<file path="config.mk">
export PLATFORM = sky130hd
export DESIGN_NAME = multi_mode_counter
export DESIGN_NICKNAME = d
export VERILOG_FILES = /design/src/rtl/multi_mode_counter_pkg.sv /design/src/rtl/multi_mode_counter_bin2gray.sv /design/src/rtl/multi_mode_counter.sv
export SDC_FILE = /design/constraint.sdc
export NUM_CORES = 1
export LEC_CHECK = 0
export CAP_MARGIN = 20
export CORE_MARGIN = 4
export CORE_UTILIZATION = 45
export DETAILED_ROUTE_END_ITERATION = 10
export GPL_TIMING_DRIVEN = 0
export HOLD_SLACK_MARGIN = 0.05
export PLACE_DENSITY_LB_ADDON = 0.08
export SLEW_MARGIN = 20
export SYNTH_ARGS = -nofsm -noshare
export SYNTH_HDL_FRONTEND = slang
export SYNTH_SLANG_ARGS = --single-unit
export TNS_END_PERCENT = 50
</file>
<file path="constraint.sdc">
create_clock -name clock -period 2.04 [get_ports clock]
set_input_delay 0.408 -clock clock [delete_from_list [all_inputs] [get_ports clock]]
set_output_delay 0.408 -clock clock [all_outputs]
set_load 0.05 [all_outputs]
</file>
<file path="src/rtl/multi_mode_counter_pkg.sv">
// Shared definitions for multi_mode_counter: the sequence-select encodings
// and the 2-bit mode type used by the top block.
package multi_mode_counter_pkg;

    typedef enum logic [1:0] {
        MODE_UP      = 2'b00,
        MODE_DOWN    = 2'b01,
        MODE_GRAY    = 2'b10,
        MODE_JOHNSON = 2'b11
    } mode_t;

    // Mode the counter returns to out of reset.
    localparam mode_t MODE_RESET = MODE_UP;

endpackage : multi_mode_counter_pkg

</file>
<file path="src/rtl/multi_mode_counter_bin2gray.sv">
// bin2gray: purely combinational binary-to-reflected-Gray converter.
// gray[i] = bin[i] ^ bin[i+1]; the MSB passes straight through.
module bin2gray #(
    parameter int WIDTH = 4
) (
    input  logic [WIDTH-1:0] bin,
    output logic [WIDTH-1:0] gray
);

    // MSB of a reflected Gray code equals the binary MSB.
    assign gray[WIDTH-1] = bin[WIDTH-1];

    genvar gi;
    generate
        // Each lower Gray bit is the XOR of adjacent binary bits.
        for (gi = 0; gi < WIDTH - 1; gi = gi + 1) begin : g_xor
            assign gray[gi] = bin[gi] ^ bin[gi+1];
        end
    endgenerate

endmodule : bin2gray

</file>
<file path="src/rtl/multi_mode_counter.sv">
// multi_mode_counter: WIDTH-bit counter with run-time selectable sequence
// (binary up, binary down, Gray, Johnson), synchronous load, count enable
// and a terminal-count flag.
// Optional build macro: MULTI_MODE_COUNTER_SATURATE_EN -- when defined the
// up/down/Gray modes stop at their terminal value instead of wrapping;
// Johnson mode always wraps.
module multi_mode_counter
    import multi_mode_counter_pkg::*;
#(
    parameter int WIDTH = 4
) (
    input  logic             clock,
    input  logic             reset,
    input  logic             enable,
    input  logic             load,
    input  logic [WIDTH-1:0] load_value,
    input  logic [1:0]       mode,
    output logic [WIDTH-1:0] x,
    output logic             tc
);

    localparam logic [WIDTH-1:0] ONE      = {{(WIDTH-1){1'b0}}, 1'b1};
    localparam logic [WIDTH-1:0] ALL_ONES = {WIDTH{1'b1}};
    localparam logic [WIDTH-1:0] JOHN_TC  = {1'b1, {(WIDTH-1){1'b0}}};

    logic [WIDTH-1:0] state_reg;
    logic [WIDTH-1:0] state_next;
    mode_t            mode_reg;
    mode_t            mode_sel;
    logic [WIDTH-1:0] terminal_value;
    logic [WIDTH-1:0] step_value;
    logic [WIDTH-1:0] gray_value;
    logic             mode_match;
    logic             at_terminal;
    logic             hold_at_terminal;

    assign mode_sel   = mode_t'(mode);
    assign mode_match = (mode_sel == mode_reg);

    // Terminal value of the currently active sequence (last state before wrap).
    always_comb begin
        terminal_value = ALL_ONES;
        case (mode_reg)
            MODE_UP:      terminal_value = ALL_ONES;
            MODE_DOWN:    terminal_value = '0;
            MODE_GRAY:    terminal_value = ALL_ONES;
            MODE_JOHNSON: terminal_value = JOHN_TC;
            default:      terminal_value = ALL_ONES;
        endcase
    end

    assign at_terminal = (state_reg == terminal_value);

    // Next state of one enabled step; Gray mode counts in binary internally.
    always_comb begin
        step_value = state_reg;
        case (mode_reg)
            MODE_UP:      step_value = state_reg + ONE;
            MODE_DOWN:    step_value = state_reg - ONE;
            MODE_GRAY:    step_value = state_reg + ONE;
            MODE_JOHNSON: step_value = {state_reg[WIDTH-2:0], ~state_reg[WIDTH-1]};
            default:      step_value = state_reg;
        endcase
    end

`ifdef MULTI_MODE_COUNTER_SATURATE_EN
    // Binary-style sequences park on their terminal value; Johnson keeps cycling.
    assign hold_at_terminal = at_terminal && (mode_reg != MODE_JOHNSON);
`else
    assign hold_at_terminal = 1'b0;
`endif

    // Update priority below reset: mode change restart, then load, then step.
    always_comb begin
        state_next = state_reg;
        if (!mode_match) begin
            state_next = '0;
        end else if (load) begin
            state_next = load_value;
        end else if (enable && !hold_at_terminal) begin
            state_next = step_value;
        end
    end

    // State and active-mode registers; reset overrides everything else.
    always_ff @(posedge clock) begin
        if (reset) begin
            state_reg <= '0;
            mode_reg  <= MODE_RESET;
        end else begin
            state_reg <= state_next;
            mode_reg  <= mode_sel;
        end
    end

    bin2gray #(
        .WIDTH (WIDTH)
    ) u_bin2gray (
        .bin  (state_reg),
        .gray (gray_value)
    );

    assign x  = (mode_reg == MODE_GRAY) ? gray_value : state_reg;
    assign tc = enable & ~load & mode_match & at_terminal;

endmodule : multi_mode_counter

</file>
==> impl_metrics.ini, run 1 <==
[run_status]
status = finished clean

[floorplan]
coreArea_um2 = 1170
pin_count = 15
start_util_pct = 50.9
die_y_um = 44.4
row_count = 12
die_w_um = 44.4
fp.dieArea_um2 = 1970

[synth]
synth_cell_type_count = 34
ys_ff_latch = 6
synth_adder_area_share_pct = 6.09
syn-cell-area_um2 = 596
synth_cells = 78
synth_xor_area_share_pct = 10.3
synth-compound-area-share_pct = 22.1
ys_seq_area_share_pct = 20.2
synth-simple-area-share_pct = 28.6
netlist.top_cell.by_area = dfxtp_1
synth_top_family_by_area = simple AND/OR/NAND/NOR gates
synthTopCellsByArea = dfxtp_1 (20%), nand2_1 (7.6%), xnor2_1 (5.9%)
yosys-mux-area-fraction_pct = 1.68
syn_avg_cell_area_um2 = 7.64
synth_edf_count = 0
async_reset_ff_share_pct = 0
ys.flop_type = dfxtp_1
synth.net_count = 90
yosysTopAreaCellShare_pct = 20.2
ys.warnings.count = 0

[finish]
syn2layout_area_growth_pct = 31.5
diodes = 0
largest_reg_flops = 4
instances_no_fill = 107
nNetsFinal = 107
final_cell_mix = nand2_1 (12), nor2_1 (7), buf_6 (6), dfxtp_1 (6)
drive_gt1_share_pct = 22.6
final_common_cell = nand2_1

[timing]
fin_setup_tns_ps = 0
period_minus_slack_ps = 1980
post-route-period-util_pct = 96.9
tightest_slew_ps = 341
hold_violations = 0
finalMaxSlewViolations = 0
setup_violations = 0
holdWs_ps = 513
slew_headroom_pct = 77.3
worst_slack_ps = 64.0
fmax_mhz = 506
fin_skew_ps = 0.713

[worst_hold_path]
hold_path_class = in2reg
hold_depth = 2

[clock_tree]
clkLatencyLatePin_ps = 250
cts_tree = built
cts.sinks = 6
clkTransAtPathRegs_ps = 50
cts_buffers = 3
cts_root_buf = clkbuf_4
h-tree-depth = 1
cts_buffer_depth = 2

[power]
p_leak_nw = 0.331
power_mw = 0.352
power-per-cell-area_nw_per_um2 = 450
ir_drop_uv = 322

[global_route]
grt_pass1_vias = 500
grt_pass1_wl_um = 2110
grt_usage_pct = 14.4
antenna_found_initial = 0
gr-total-overflow = 0
grt_max_degree = 11

[placed_design]
gp_congestion = 0.781
dpl.hpwl_um = 964
place_ws_ps = -648
post-place-cells = 104
port_buffers = 12

[critical_path]
setup.worst_path.end = tc
worst_ep_required_time_ps = 1630
crit_chain = buf_6 -> nor4_2 -> o21ai_1 -> a211oi_2 -> buf_6
slowest_stage = dfxtp_1
cp-end-kind = primary output
path_common_cell = buf_6
arrival_ps = 1570
critPathTopFamily = compound AO/OA/AOI/OAI gates
crit_path_start = mode_reg[1]$_SDFF_PP0_
timing.rr.start = mode_reg[0]$_SDFF_PP0_
slowest_delay_ps = 340
r2r_cells = 8
start_kind = flip-flop
worstPathMaxFanout = 10
timing.critical_path.buf_inv = 2
crit_type = reg2out
rrSetupSlack_ps = 290
crit_cells = 5
reg2reg_to = state_reg[2]$_SDFFE_PP0P_

[drt]
drc = 0
wl_um = 1250
detail_route.wl_per_cell_um = 11.7
drt_pass1_iterations = 6
drtIter0Drc = 15
postRouteAntennaNets = 0
num_vias = 581
viasPerCell = 5.43

[job]
max-cap-violations = 0
metal layers:
metal | vias to the layer above | share of wire [%] | GRT usage [%]
met5 | - | 0 | 0
met4 | 0 | 1.5 | 5.42
li1 | 303 | - | -
met3 | 4 | 5.5 | 3.66
met2 | 16 | 42 | 22.1
met1 | 258 | 50 | 19.3
kinds of logic (layout without fill, tap and decap cells):
logic type	count (synthesis)	after routing
AND/OR/NAND/NOR	33	33
AO/OA/AOI/OAI	18	18
buffers and inverters	10	25
XOR/XNOR	7	7
flip-flops	6	6
adder cells (fa/ha/maj)	3	3
multiplexers	1	1
cells in the mapped netlist (3+ instances only):
| cell type | n |
|---|---|
| nand2_1 | 12 |
| nor2_1 | 7 |
| dfxtp_1 | 6 |
| nor2b_1 | 4 |
| xnor2_1 | 4 |
| buf_6 | 3 |
| o211ai_1 | 3 |
| xor2_1 | 3 |
worst min-delay path by stage:
stage,slack (ps),startpoint,end
4_1_cts,540,load,state_reg[1]$_SDFFE_PP0P_
3_3_place_gp,690,state_reg[2]$_SDFFE_PP0P_,state_reg[3]$_SDFFE_PP0P_
6_report,510,mode[0],mode_reg[0]$_SDFF_PP0_
3_5_place_dp,700,state_reg[2]$_SDFFE_PP0P_,state_reg[3]$_SDFFE_PP0P_
5_1_grt,530,mode[0],mode_reg[0]$_SDFF_PP0_
2_1_floorplan,480,reset,mode_reg[0]$_SDFF_PP0_
where the power goes:
part           total, mW  internal [mW]  switching [mW]
clock              0.114         0.0669          0.0473
combinational      0.109         0.0510          0.0578
sequential         0.129          0.123         0.00635
layout make-up:
type / instances / area [um2]
Sequential cell: 6 / 120
Multi-Input combinational cell: 62 / 430
Fill cell: 106 / 388
Inverter: 2 / 7.51
Clock buffer: 3 / 22.5
Tap cell: 14 / 17.5
Timing Repair Buffer: 12 / 114
Buffer: 8 / 71.3
worst register-to-register path, cell delays in order, from the launching register on:
cell      delay, ps
dfxtp_1         320
buf_6           140
buf_6           140
xor2_1          140
ha_1            200
a22oi_1         160
o211ai_1        110
a311o_1         360
a21boi_1        130
per-stage QoR:
stage	area (um2)	utilization [%]
6_report	783	66.9
5_1_grt	783	66.9
4_1_cts	748	63.9
3_5_place_dp	746	63.7
3_3_place_gp	746	63.7
2_1_floorplan	608	-
repair_timing:
action / in CTS / in global routing
buffers inserted: 0 / 0
endpoints found under the setup margin: 5 / 4
pin swaps: 0 / 3
hold buffers: 0 / 0
resized for setup: 22 / 13
(Power assumes the default switching activity.)
==> run 2, diff against run 1 <==
==> constraint.sdc (replaced) <==
create_clock -name clock -period 2 [get_ports clock]
set_input_delay 0.4 -clock clock [delete_from_list [all_inputs] [get_ports clock]]
set_output_delay 0.4 -clock clock [all_outputs]
set_load 0.05 [all_outputs]
==> run 2 against run 1 <==
Against the previous run: wire length increased by 5.0%; worst hold slack improved by 12 ps; highest routed layer unchanged; total power increased by 3.5%; largest cell class unchanged; sequential power about the same; critical path depth unchanged; design area increased by 1.9%; clock skew increased by 1.6 ps; critical endpoint unchanged; first-iteration DRC count decreased by 6.7%; setup slack got worse by 8.1 ps.
==> impl_metrics.ini, run 2 (synthesized netlist as in run 1, its figures left out) <==
[finish]
nNetsFinal = 107
syn2layout_area_growth_pct = 34.0
final_common_cell = nand2_1
final_cell_mix = nand2_1 (12), nor2_1 (7), buf_6 (6), clkbuf_4 (5), clkdlybuf4s50_1 (5)
diodes = 0
final_cell_area_um2 = 798
drive_gt1_share_pct = 23.7
largest_reg_flops = 4

[clock_tree]
h-tree-depth = 1
cts_buffers = 3
clkLatencyLatePin_ps = 250
clkTransAtPathRegs_ps = 50
cts_buffer_depth = 2
cts_root_buf = clkbuf_4
cts_tree = built
cts_setup_buffers = 0
cts.sinks = 6

[critical_path]
cp-end-kind = primary output
start_kind = flip-flop
worstPathMaxFanout = 10
worst_ep_required_time_ps = 1600
crit_chain = buf_6 -> nor4_4 -> o21ai_1 -> a211oi_2 -> buf_6
rrSetupSlack_ps = 250
path_common_cell = buf_6
arrival_ps = 1540
crit_type = reg2out
slowest_delay_ps = 340
slowest_stage = dfxtp_2

[drt]
detail_route.wl_per_cell_um = 12.3
num_vias = 603
wl_met1_um = 638
drt_pass1_iterations = 4
postRouteAntennaNets = 0
dr.max_layer_used = met4
drc = 0
viasPerCell = 5.64
drtIter0Drc = 14
wl_um = 1310
routed-wl-met3_um = 91
wl_met2_um = 570

[timing]
period_minus_slack_ps = 1940
hold_violations = 0
post-route-period-util_pct = 97.2
fmax_mhz = 514
finalMaxSlewViolations = 0
fin_setup_tns_ps = 0
tightest_slew_ps = 483
slew_headroom_pct = 67.9
fin_skew_ps = 2.28
setup_violations = 0

[placed_design]
dpl_cell_area_um2 = 746
gp_congestion = 0.781
port_buffers = 12
dpl.hpwl_um = 964

[power]
power-per-cell-area_nw_per_um2 = 457
ir_drop_uv = 340
p_leak_nw = 0.335

[floorplan]
die_w_um = 44.4
die_y_um = 44.4
coreArea_um2 = 1170
start_util_pct = 50.9
pin_count = 15
fp.dieArea_um2 = 1970
row_count = 12

[worst_hold_path]
hold_path_class = in2reg

[global_route]
grt_max_degree = 11
grt_usage_pct = 14.3
grt_pass1_vias = 500
grt_pass1_wl_um = 2100
antenna_found_initial = 0
gr-total-overflow = 0

[run_status]
status = finished clean

[job]
max-cap-violations = 0
-- run 2: path summary, 6_finish.rpt --
path                             startpoint                        end  cells past startpoint
setup reg to reg     mode_reg[0]$_SDFF_PP0_  state_reg[2]$_SDFFE_PP0P_                      8
setup / recovery     mode_reg[1]$_SDFF_PP0_                         tc                      5
hold reg to reg   state_reg[2]$_SDFFE_PP0P_  state_reg[3]$_SDFFE_PP0P_                      2
hold / removal                      mode[0]     mode_reg[0]$_SDFF_PP0_                      2
-- run 2: worst max-delay path: cells and delay by family (launching register included) --
family | cells | cell delay [ps]
DFF | 1 | 340
AOI/OAI and AO/OA | 2 | 380
and+or+nand+nor | 1 | 260
buffers and inverters | 2 | 330
-- run 2: cell type report --
cell class,instances,area [um2]
buffer,8,71.3
clock buffer,3,22.5
fill,103,373
tap,14,17.5
timing repair buffer,12,118
sequential,6,123
multi-input combinational,62,439
inverter,2,7.51
-- run 2: power breakdown --
| group | leakage [nW] | switching [mW] | internal (mW) |
|---|---|---|---|
| Sequential | 0.0497 | 0.00653 | 0.126 |
| Clock | 0.0138 | 0.0496 | 0.0683 |
| Combinational | 0.271 | 0.0610 | 0.0533 |
-- run 2: timing repair --
item,CTS,global route
endpoints found under the hold margin,0,0
hold buffers,0,0
resized for setup,24,15
endpoints found under the setup margin,5,4
pin swaps,0,4
-- run 2: metal layers --
| metal | vias up | global-route usage (%) |
|---|---|---|
| met5 | - | 0 |
| li1 | 304 | - |
| met4 | 0 | 5.42 |
| met2 | 23 | 22.1 |
| met3 | 2 | 3.66 |
| met1 | 274 | 19.0 |
-- run 2: through the flow --
step | hold slack (ps) | utilization [%] | cells | total power [mW] | worst slack (ps)
floorplan | 472 | - | 78 | 0.208 | -70.3
CTS | 529 | 64.5 | 107 | 0.358 | -74.9
finish | 525 | 68.2 | 107 | 0.364 | 55.9
global route | 535 | 68.2 | 107 | 0.388 | -15.9
detailed placement | 702 | 63.7 | 104 | 0.242 | -672
global placement | 687 | 63.7 | 104 | 0.242 | -670
